==> src/rtl/keypad_scanner_4x4_pkg.sv <==
// Shared types and constants for the 4x4 keypad scanner.
package keypad_pkg;

    typedef enum logic [1:0] {SCAN, DEBOUNCE, HELD, RELEASE} state_t;

    localparam logic [3:0] COL_IDLE = 4'b1111;

    localparam logic [3:0] KEY_MAP [0:3][0:3] = '{
        '{4'h1, 4'h2, 4'h3, 4'hA},
        '{4'h4, 4'h5, 4'h6, 4'hB},
        '{4'h7, 4'h8, 4'h9, 4'hC},
        '{4'hE, 4'h0, 4'hF, 4'hD}
    };

    // Active-low one-hot drive pattern for a column index.
    function automatic logic [3:0] col_drive(input logic [1:0] idx);
        return COL_IDLE & ~(4'b0001 << idx);
    endfunction

    // Index of the lowest row reading low; callers guarantee at least one is low.
    function automatic logic [1:0] lowest_low(input logic [3:0] rows);
        logic [1:0] idx;
        idx = 2'd3;
        for (int i = 3; i >= 0; i--) begin
            if (!rows[i]) idx = 2'(i);
        end
        return idx;
    endfunction

endpackage

==> src/rtl/keypad_scanner_4x4_if.sv <==
// Keypad matrix pins plus the key stream toward the display stage.
interface keypad_scanner_4x4_if;
    logic [3:0] row_in;
    logic [3:0] col_out;
    logic [3:0] key_code;
    logic       key_valid;
    logic       key_held;

    modport master (input row_in, output col_out, key_code, key_valid, key_held);
    modport slave  (output row_in, input col_out, key_code, key_valid, key_held);
endinterface

==> src/rtl/keypad_scanner_4x4_sync_2ff.sv <==
// Two-flop synchronizer, resets to all-ones (idle level of pulled-up rows).
module sync_2ff #(
    parameter int WIDTH = 4
) (
    input  logic             clk,
    input  logic             rst,
    input  logic [WIDTH-1:0] i_d,
    output logic [WIDTH-1:0] o_q
);
    logic [WIDTH-1:0] r_meta;
    logic [WIDTH-1:0] r_sync;

    always_ff @(posedge clk or posedge rst) begin
        if (rst) begin
            r_meta <= '1;
            r_sync <= '1;
        end else begin
            r_meta <= i_d;
            r_sync <= r_meta;
        end
    end

    assign o_q = r_sync;
endmodule

==> src/rtl/keypad_scanner_4x4.sv <==
// 4x4 keypad scanner: column scan, press/release debounce, hex encoding.
// Rows carry 2 cycles of sync latency; no backpressure, key_valid is a one-cycle strobe.
module keypad_scanner_4x4
    import keypad_pkg::*;
#(
    parameter int SCAN_DIV        = 1000,
    parameter int DEBOUNCE_CYCLES = 100000,
    parameter int CNT_W           = 20
) (
    input  logic                 clk,
    input  logic                 rst,
    keypad_scanner_4x4_if.master kp
);
    localparam logic [CNT_W-1:0] SCAN_LAST = CNT_W'(SCAN_DIV - 1);
    localparam logic [CNT_W-1:0] DB_LAST   = CNT_W'(DEBOUNCE_CYCLES - 1);

    logic [3:0]       w_rs;
    logic             w_sel_row;
    logic [CNT_W-1:0] w_cnt_inc;
    logic [1:0]       w_cidx_nxt;

    state_t           r_state;
    logic [CNT_W-1:0] r_cnt;
    logic [1:0]       r_cidx;
    logic [1:0]       r_rsel;
    logic [3:0]       r_col;
    logic [3:0]       r_code;
    logic             r_valid;
    logic             r_held;

    sync_2ff #(.WIDTH(4)) u_row_sync (
        .clk (clk),
        .rst (rst),
        .i_d (kp.row_in),
        .o_q (w_rs)
    );

    assign w_sel_row  = w_rs[r_rsel];
    assign w_cidx_nxt = r_cidx + 2'd1;
    assign w_cnt_inc  = (r_cnt == {CNT_W{1'b1}}) ? r_cnt : r_cnt + 1'b1;

    always_ff @(posedge clk or posedge rst) begin
        if (rst) begin
            r_state <= SCAN;
            r_cnt   <= '0;
            r_cidx  <= 2'd0;
            r_rsel  <= 2'd0;
            r_col   <= col_drive(2'd0);
            r_code  <= 4'h0;
            r_valid <= 1'b0;
            r_held  <= 1'b0;
        end else begin
            r_valid <= 1'b0;
            case (r_state)
                SCAN: begin
                    if (r_cnt >= SCAN_LAST) begin
                        r_cnt <= '0;
                        if (w_rs != COL_IDLE) begin
                            r_rsel  <= lowest_low(w_rs);
                            r_state <= DEBOUNCE;
                        end else begin
                            r_cidx <= w_cidx_nxt;
                            r_col  <= col_drive(w_cidx_nxt);
                        end
                    end else begin
                        r_cnt <= w_cnt_inc;
                    end
                end
                DEBOUNCE: begin
                    if (w_sel_row) begin
                        r_cnt   <= '0;
                        r_cidx  <= w_cidx_nxt;
                        r_col   <= col_drive(w_cidx_nxt);
                        r_state <= SCAN;
                    end else if (r_cnt >= DB_LAST) begin
                        r_cnt   <= '0;
                        r_code  <= KEY_MAP[r_rsel][r_cidx];
                        r_valid <= 1'b1;
                        r_held  <= 1'b1;
                        r_state <= HELD;
                    end else begin
                        r_cnt <= w_cnt_inc;
                    end
                end
                HELD: begin
                    // Column stays frozen so only the accepted key's row matters.
                    if (w_sel_row) begin
                        r_cnt   <= '0;
                        r_state <= RELEASE;
                    end
                end
                RELEASE: begin
                    if (!w_sel_row) begin
                        r_state <= HELD;
                    end else if (r_cnt >= DB_LAST) begin
                        r_cnt   <= '0;
                        r_held  <= 1'b0;
                        r_cidx  <= w_cidx_nxt;
                        r_col   <= col_drive(w_cidx_nxt);
                        r_state <= SCAN;
                    end else begin
                        r_cnt <= w_cnt_inc;
                    end
                end
                default: r_state <= SCAN;
            endcase
        end
    end

    assign kp.col_out   = r_col;
    assign kp.key_code  = r_code;
    assign kp.key_valid = r_valid;
    assign kp.key_held  = r_held;
endmodule

==> src/flat_wrapper.sv <==
// flat-port wrapper written by rule: the top's interface ports become plain ports
module keypad_scanner_4x4_flat import keypad_pkg::*;
#(
    parameter int SCAN_DIV        = 1000,
    parameter int DEBOUNCE_CYCLES = 100000,
    parameter int CNT_W           = 20
)
  (clk, rst, kp_row_in, kp_col_out, kp_key_code, kp_key_valid, kp_key_held);
  keypad_scanner_4x4_if kp_i ();
  input  logic clk;
  input  logic rst;
  input wire logic [$bits(kp_i.row_in)-1:0] kp_row_in;
  output wire logic [$bits(kp_i.col_out)-1:0] kp_col_out;
  output wire logic [$bits(kp_i.key_code)-1:0] kp_key_code;
  output wire logic [$bits(kp_i.key_valid)-1:0] kp_key_valid;
  output wire logic [$bits(kp_i.key_held)-1:0] kp_key_held;
  assign kp_i.row_in = kp_row_in;
  assign kp_col_out = kp_i.col_out;
  assign kp_key_code = kp_i.key_code;
  assign kp_key_valid = kp_i.key_valid;
  assign kp_key_held = kp_i.key_held;
  keypad_scanner_4x4 #(.SCAN_DIV(SCAN_DIV), .DEBOUNCE_CYCLES(DEBOUNCE_CYCLES), .CNT_W(CNT_W)) u_core (.clk(clk), .rst(rst), .kp(kp_i));
endmodule
==> config.mk <==
export PLATFORM = sky130hd
export DESIGN_NAME = keypad_scanner_4x4_flat
export DESIGN_NICKNAME = d
export VERILOG_FILES = /design/src/rtl/keypad_scanner_4x4_pkg.sv /design/src/rtl/keypad_scanner_4x4_if.sv /design/src/rtl/keypad_scanner_4x4_sync_2ff.sv /design/src/rtl/keypad_scanner_4x4.sv /design/src/flat_wrapper.sv
export SDC_FILE = /design/constraint.sdc
export NUM_CORES = 1
export LEC_CHECK = 0
export CELL_PAD_IN_SITES_DETAIL_PLACEMENT = 1
export CELL_PAD_IN_SITES_GLOBAL_PLACEMENT = 2
export CORE_MARGIN = 4
export CORE_UTILIZATION = 39
export CTS_BUF_LIST = sky130_fd_sc_hd__clkbuf_16
export DETAILED_ROUTE_END_ITERATION = 7
export PLACE_DENSITY_LB_ADDON = 0.1
export SYNTH_ARGS = -nofsm -noshare
export SYNTH_HDL_FRONTEND = slang
export SYNTH_HIERARCHICAL = 1
export SYNTH_SLANG_ARGS = --single-unit
==> constraint.sdc <==
create_clock -name clk -period 2.4 [get_ports clk]
set_input_delay 0.48 -clock clk [delete_from_list [all_inputs] [get_ports clk]]
set_output_delay 0.48 -clock clk [all_outputs]
set_load 0.005 [all_outputs]
After elaboration in Yosys (flattened, before gate mapping)
Index checks and enable logic that the tools add are counted.
Operators by class
  multiply operators: 0
  reductions and logical operators: 9
  bitwise gates (word level): 4
  shift-type cells: 1
  muxes and demuxes: 46
  eq/ne operators: 16
  $add $sub $neg: 2
  $lt $le $gt $ge: 5
  div/mod/pow operators: 0
Operators by type and width (count)
  $mux W20: 6
  $pmux W20 S4: 1
  $bmux W16 S2: 1
  $mux W16: 2
  $mux W2: 14
  $mux W4: 7
  $add A20 B1 Y20 const B: 1
  $eq A20 B20 Y1 const B: 1
  $ge A20 B10 Y1 const B: 1
  $ge A20 B17 Y1 const B: 1
  $ne A2 B1 Y1 const B: 7
  $pmux W4 S3: 1
  $reduce_and A5 Y1: 2
  $mux W1: 9
  $bmux W4 S2: 1
  $pmux W2 S4: 1
  $ge A3 B3 Y1 const B: 2
  $not A2 Y3: 2
  $pmux W2 S3: 1
  $reduce_and A3 Y1: 2
  $reduce_and A6 Y1: 1
  $eq A2 B2 Y1 const B: 2
  $ne A2 B2 Y1 const B: 2
  $ne A4 B4 Y1 const B: 1
  other kinds (14): 14
Storage, ports and cells
  input bits: 6
  bits in read-only memories: 0
  RAM bits: 0
  logic and storage cells: 93
  flip-flop bits (word level): 44
  bits in latches: 0
  memories: 0

Depth between registers and ports, before layout
  depth in word-level cells: 7
  depth in mapped cells: 8
  depth with buffers taken out: 6

Hierarchy
The synthesis kept the hierarchy.
Modules (own cells, without submodules)
  keypad_scanner_4x4: cells an instance 212, seq. area each 904.6 um^2, times used 1, area an instance 2179.6 um^2
  sync_2ff: cells an instance 9, seq. area each 210.2 um^2, times used 1, area an instance 214.0 um^2

Worst setup path before layout
No wires, ideal clock.
  path kind: register to register
  start point: register u_core.r_cnt[0]
  end point: register u_core.r_code[0], in the netlist u_core/kp.key_code[0]
  data arrival time: 2.021 ns
  cell stages (with the launch flop): 8
  slack: 0.254 ns
  required time: 2.275 ns
  path buffers: 1
  cell sequence: dfrtp_1 ha_1 and4_4 o22ai_2 a211o_2 or3_1 buf_6 mux2_4
On the way
  longest elaborated chain between the ends: 2
RTL lines
  start: declaration: RTL line keypad_scanner_4x4.sv:23  | logic [CNT_W-1:0] r_cnt;
  start signal: assignment: RTL line keypad_scanner_4x4.sv:66  | r_cnt <= w_cnt_inc;
  start signal: assignment: RTL line keypad_scanner_4x4.sv:82  | r_cnt <= w_cnt_inc;
  start signal: assignment: RTL line keypad_scanner_4x4.sv:102  | r_cnt <= w_cnt_inc;
  $ge A20 B17 Y1: RTL line keypad_scanner_4x4.sv:75  | end else if (r_cnt >= DB_LAST) begin
  $reduce_and A3 Y1 (no line)
  end signal: assignment: RTL line keypad_scanner_4x4.sv:77  | r_code <= KEY_MAP[r_rsel][r_cidx];
  end: declaration: RTL line keypad_scanner_4x4.sv:27  | logic [3:0] r_code;
Every way passes these cells.
A chain may end at the register's enable or synchronous reset.

Final worst setup path
Same ends and word-level chain as after synthesis.

==> results.yml <==
clock_tree:
  tritoncts: "done"
  clk_pin_slew_ps: 60
  post-cts-setup-buffers: 0
  clock_latency_ps: 280
  cts.sink_count: 44
  clk_root_buffer_cell: "sky130_fd_sc_hd__clkbuf_16"
  h-tree-depth: 2
  deepest_clock_path_buffer_count: 2
  cts_buffers: 5
logic_synthesis:
  synth-seq-cells: 44
  synth_cells: 221
  synthXorXnorAreaFrac: 0.02561
  synth_area_um2: 2394
  syn_area_per_cell_um2: 10.83
  synth_top_family_by_area: "compound AO/OA/AOI/OAI gates"
  synth_simple_gate_area_share: 0.1479
  area_share_of_fa_ha_maj_cells_after_synthesis: 0.02614
  async_reset_ff_frac: 1.000
  synth_area_in_compound_gates: 0.1997
  netlist-cell-type-count: 57
  synth.net_count: 232
  synth.yosys.warnings: 6
  number_of_enable_flip_flop_cells_after_synthesis: 0
  yosysSeqAreaShare: 0.4658
  mux_share_of_post_synthesis_cell_area: 0.06639
  synthFlopType: "sky130_fd_sc_hd__dfrtp_1"
grt:
  grt_max_degree: 37
  number_of_global_route_vias_before_repair: 1969
  met3_usage: 0.03232
  busiest_layer: "met2"
  grt.overflow.total: 0
  grt.met2_usage: 0.2983
  initial_antenna_violation_count: 0
  grt.met1_usage: 0.2059
  grtUsageTotal: 0.1662
  grt_first_pass_wirelength_um: 9818
sta:
  clock_skew_ps: 5.128
  transition_time_at_the_pin_with_the_least_slew_margin_ps: 655.3
  grt_setup_unrepaired: "false"
  post-route-period-util: 0.9390
  finalWorstPathRequiredPeriod_ps: 2254
  finalSetupViolCount: 0
  setup_tns_final_ps: 0
  fmax_ghz: 0.4438
  finalHoldViolCount: 0
  slew_headroom: 0.5632
  final_critical_path_setup_slack_ps: 146.5
  timing_max_transition_violations_final: 0
critical_path:
  worstSetupPathType: "reg -> reg"
  critPathMaxStageDelay_ps: 400
  startpoint_type: "flip-flop"
  critPathMaxFanout: 5
  critical_path.slowest_cell: "sky130_fd_sc_hd__dfrtp_1"
  worstPathRequired_ps: 2570
  critPathCaptureType: "flip-flop"
  worst_path_buffer_plus_inverter_count: 0
  crit_chain: "ha_1 -> and4_4 -> o22ai_2 -> a211o_2 -> or3_4 -> mux2_4"
  critical-path-top-delay-family: "simple AND/OR/NAND/NOR gates"
  critical_path_arrival_ps: 2420
power_and_ir_drop:
  cellLeakagePower_nw: 1.248
  p_switching_mw: 0.3157
  power_switching_share: 0.2004
  sequentialPowerShare: 0.481
  share_of_total_power_in_combinational_logic: 0.021
  worst_vdd_rail_ir_drop_uv: 362.7
  power_density_nw_per_um2: 554.3
  cell_internal_pwr_mw: 1.260
  share_clk_of_total_power: 0.498
layout:
  n_diodes: 0
  leading_cell_types_in_the_layout_fill_and_taps_excluded: "33 x sky130_fd_sc_hd__dfrtp_1, 20 x sky130_fd_sc_hd__inv_1, 16 x sky130_fd_sc_hd__a21oi_1, 15 x sky130_fd_sc_hd__clkdlybuf4s50_1, 13 x sky130_fd_sc_hd__buf_4"
  finalNonFillerCells: 321
  layout_commonest_cell: "sky130_fd_sc_hd__dfrtp_1"
  layout.nets: 256
  area_growth_syn_to_layout_pct: 18.77
  drive_gt1_frac: 0.2236
  final_cell_area_um2: 2843
drt:
  post_drt_via_cell_ratio: 5.598
  dr.first_iter.drc_count: 46
  drt_wl_total_um: 5589
  wl_per_cell_um: 17.41
  detail-route-antenna-nets: 0
  drt_pre_antenna_iters: 4
  detailroute.via_count: 1797
  post-route-drc-count: 0
run:
  drv.max_cap_violation_count: 0
die:
  io_pins: 16
  placeableCoreArea_um2: 5956
  die_w_um: 86.34
  fp.dieArea_um2: 7455
  core.rowCount: 28
  die_h_um: 86.34
  initial_standard_cell_utilization_of_the_core: 0.4019
placed_design:
  port_buffers: 15
  dpl-instance-area_um2: 2666
  hpwlAfterDp_um: 4064
  gp_routability_congestion: 0.8493
  pre_cts_ws_ps: 69.51
  place.detailed.instances: 313
status:
  status: "finished, final reports clean"
worst_hold_path:
  min-delay-path-class: "reg -> reg"
-- metal layers --
metal,vias up,routed length [µm]
met5,-,0
met4,0,40
met3,4,98
met2,16,3014
met1,926,2436
li1,851,-
-- worst reg2reg max path, stage by stage, from the launching register on --
cell and delay (ps):
sky130_fd_sc_hd__dfrtp_1 400, sky130_fd_sc_hd__ha_1 260, sky130_fd_sc_hd__and4_4 270, sky130_fd_sc_hd__o22ai_2 110, sky130_fd_sc_hd__a211o_2 380, sky130_fd_sc_hd__or3_4 400
sky130_fd_sc_hd__mux2_4 320
-- state kept, by name, indices dropped and copies added, names as in the netlist, named ones only --
register and cells:
u_core/r_rsel 2, u_core/r_cidx 2, u_core/u_row_sync/r_meta 4, u_core/u_row_sync/o_q 4, u_core/kp.key_valid 1, u_core/kp.key_code 4, u_core/r_state 1, u_core/kp.key_held 1
u_core/kp.col_out 4, u_core/r_cnt 20
-- kinds of logic (layout without fill, tap and decap cells) --
kind of cell	after synthesis	after routing
xor+xnor	7	7
compound gates	64	64
buf+inv	32	57
mux	13	13
fa+ha+maj	5	5
flops	44	44
simple gates	56	56
-- per-stage QoR --
step,util,hold slack (ps),power (mW)
after detailed placement,0.4477,347.6,0.8057
after global placement,0.4477,346.9,0.8035
final,0.4773,355.4,1.576
after CTS,0.4765,357.0,1.599
after global routing,0.4773,359.0,1.638
after floorplan,-,345.2,0.7875
-- repair_timing --
item | in CTS | in global routing
gates resized for setup | 0 | 1
hold buffers | 0 | 0
setup endpoints to repair | 0 | 3
-- synth_stat cells (2+ instances only) --
master,number,area (µm²)
sky130_fd_sc_hd__nor4_4,2,42.54
sky130_fd_sc_hd__nor2_1,5,18.77
sky130_fd_sc_hd__nand3_1,7,35.03
sky130_fd_sc_hd__a22oi_2,2,25.02
sky130_fd_sc_hd__ha_1,5,62.56
sky130_fd_sc_hd__or4_1,3,22.52
sky130_fd_sc_hd__o21ai_0,10,50.05
sky130_fd_sc_hd__clkbuf_1,2,7.510
sky130_fd_sc_hd__dfrtp_1,33,825.8
sky130_fd_sc_hd__o31ai_1,2,15.01
sky130_fd_sc_hd__a211o_1,2,17.52
sky130_fd_sc_hd__a22oi_1,7,52.55
sky130_fd_sc_hd__a31oi_1,3,18.77
sky130_fd_sc_hd__a2111oi_0,2,17.52
sky130_fd_sc_hd__dfstp_2,11,289.0
sky130_fd_sc_hd__mux2i_1,8,80.08
sky130_fd_sc_hd__inv_1,20,75.07
sky130_fd_sc_hd__a21oi_1,16,80.08
sky130_fd_sc_hd__o31a_1,2,17.52
sky130_fd_sc_hd__nand4_1,4,25.02
sky130_fd_sc_hd__nor4_1,2,12.51
sky130_fd_sc_hd__a211oi_1,3,22.52
sky130_fd_sc_hd__nand2_1,11,41.29
sky130_fd_sc_hd__buf_6,5,56.30
sky130_fd_sc_hd__and2_1,4,25.02
sky130_fd_sc_hd__or3_1,8,50.05
sky130_fd_sc_hd__mux2_4,3,45.04
sky130_fd_sc_hd__xnor2_1,6,52.55
sky130_fd_sc_hd__buf_2,4,20.02
sky130_fd_sc_hd__a21o_1,2,15.01
-- power by group through the flow --
stage               Clock [mW]  Combinational [mW]  Sequential [mW]
floorplan                    0              0.0177            0.770
global placement             0              0.0325            0.771
detailed placement           0              0.0341            0.772
CTS                      0.806              0.0344            0.758
global route             0.843              0.0375            0.758
finish                   0.784              0.0330            0.758
-- worst paths after layout --
| check | startpoint | endpoint | slack (ps) | depth (start not counted) |
|---|---|---|---|---|
| worst max-delay path | u_core/r_cnt[0] | u_core/kp.key_code[0] | 150 | 6 |
| worst min-delay path | u_core/u_row_sync/r_meta[2] | u_core/u_row_sync/o_q[2] | 360 | 0 |
| worst max register to register | u_core/r_cnt[0] | u_core/kp.key_code[0] | 150 | 6 |
| worst min register to register | u_core/u_row_sync/r_meta[2] | u_core/u_row_sync/o_q[2] | 360 | 0 |
| max in group asynchronous | rst | u_core/kp.col_out[3] | 1410 | 3 |
| min in group asynchronous | rst | u_core/r_cnt[16] | 640 | 3 |
-- final cells by class --
class,instances,area [µm²]
fillers,668,3113
multi-input cells,145,1120
flip-flops and latches,44,1115
repair buffers,29,267.8
clock buffers,5,125.1
well taps,75,93.84
inverters,20,75.07
clock inverters,3,46.29
No activity file was read; power rests on OpenSTA's default activity.
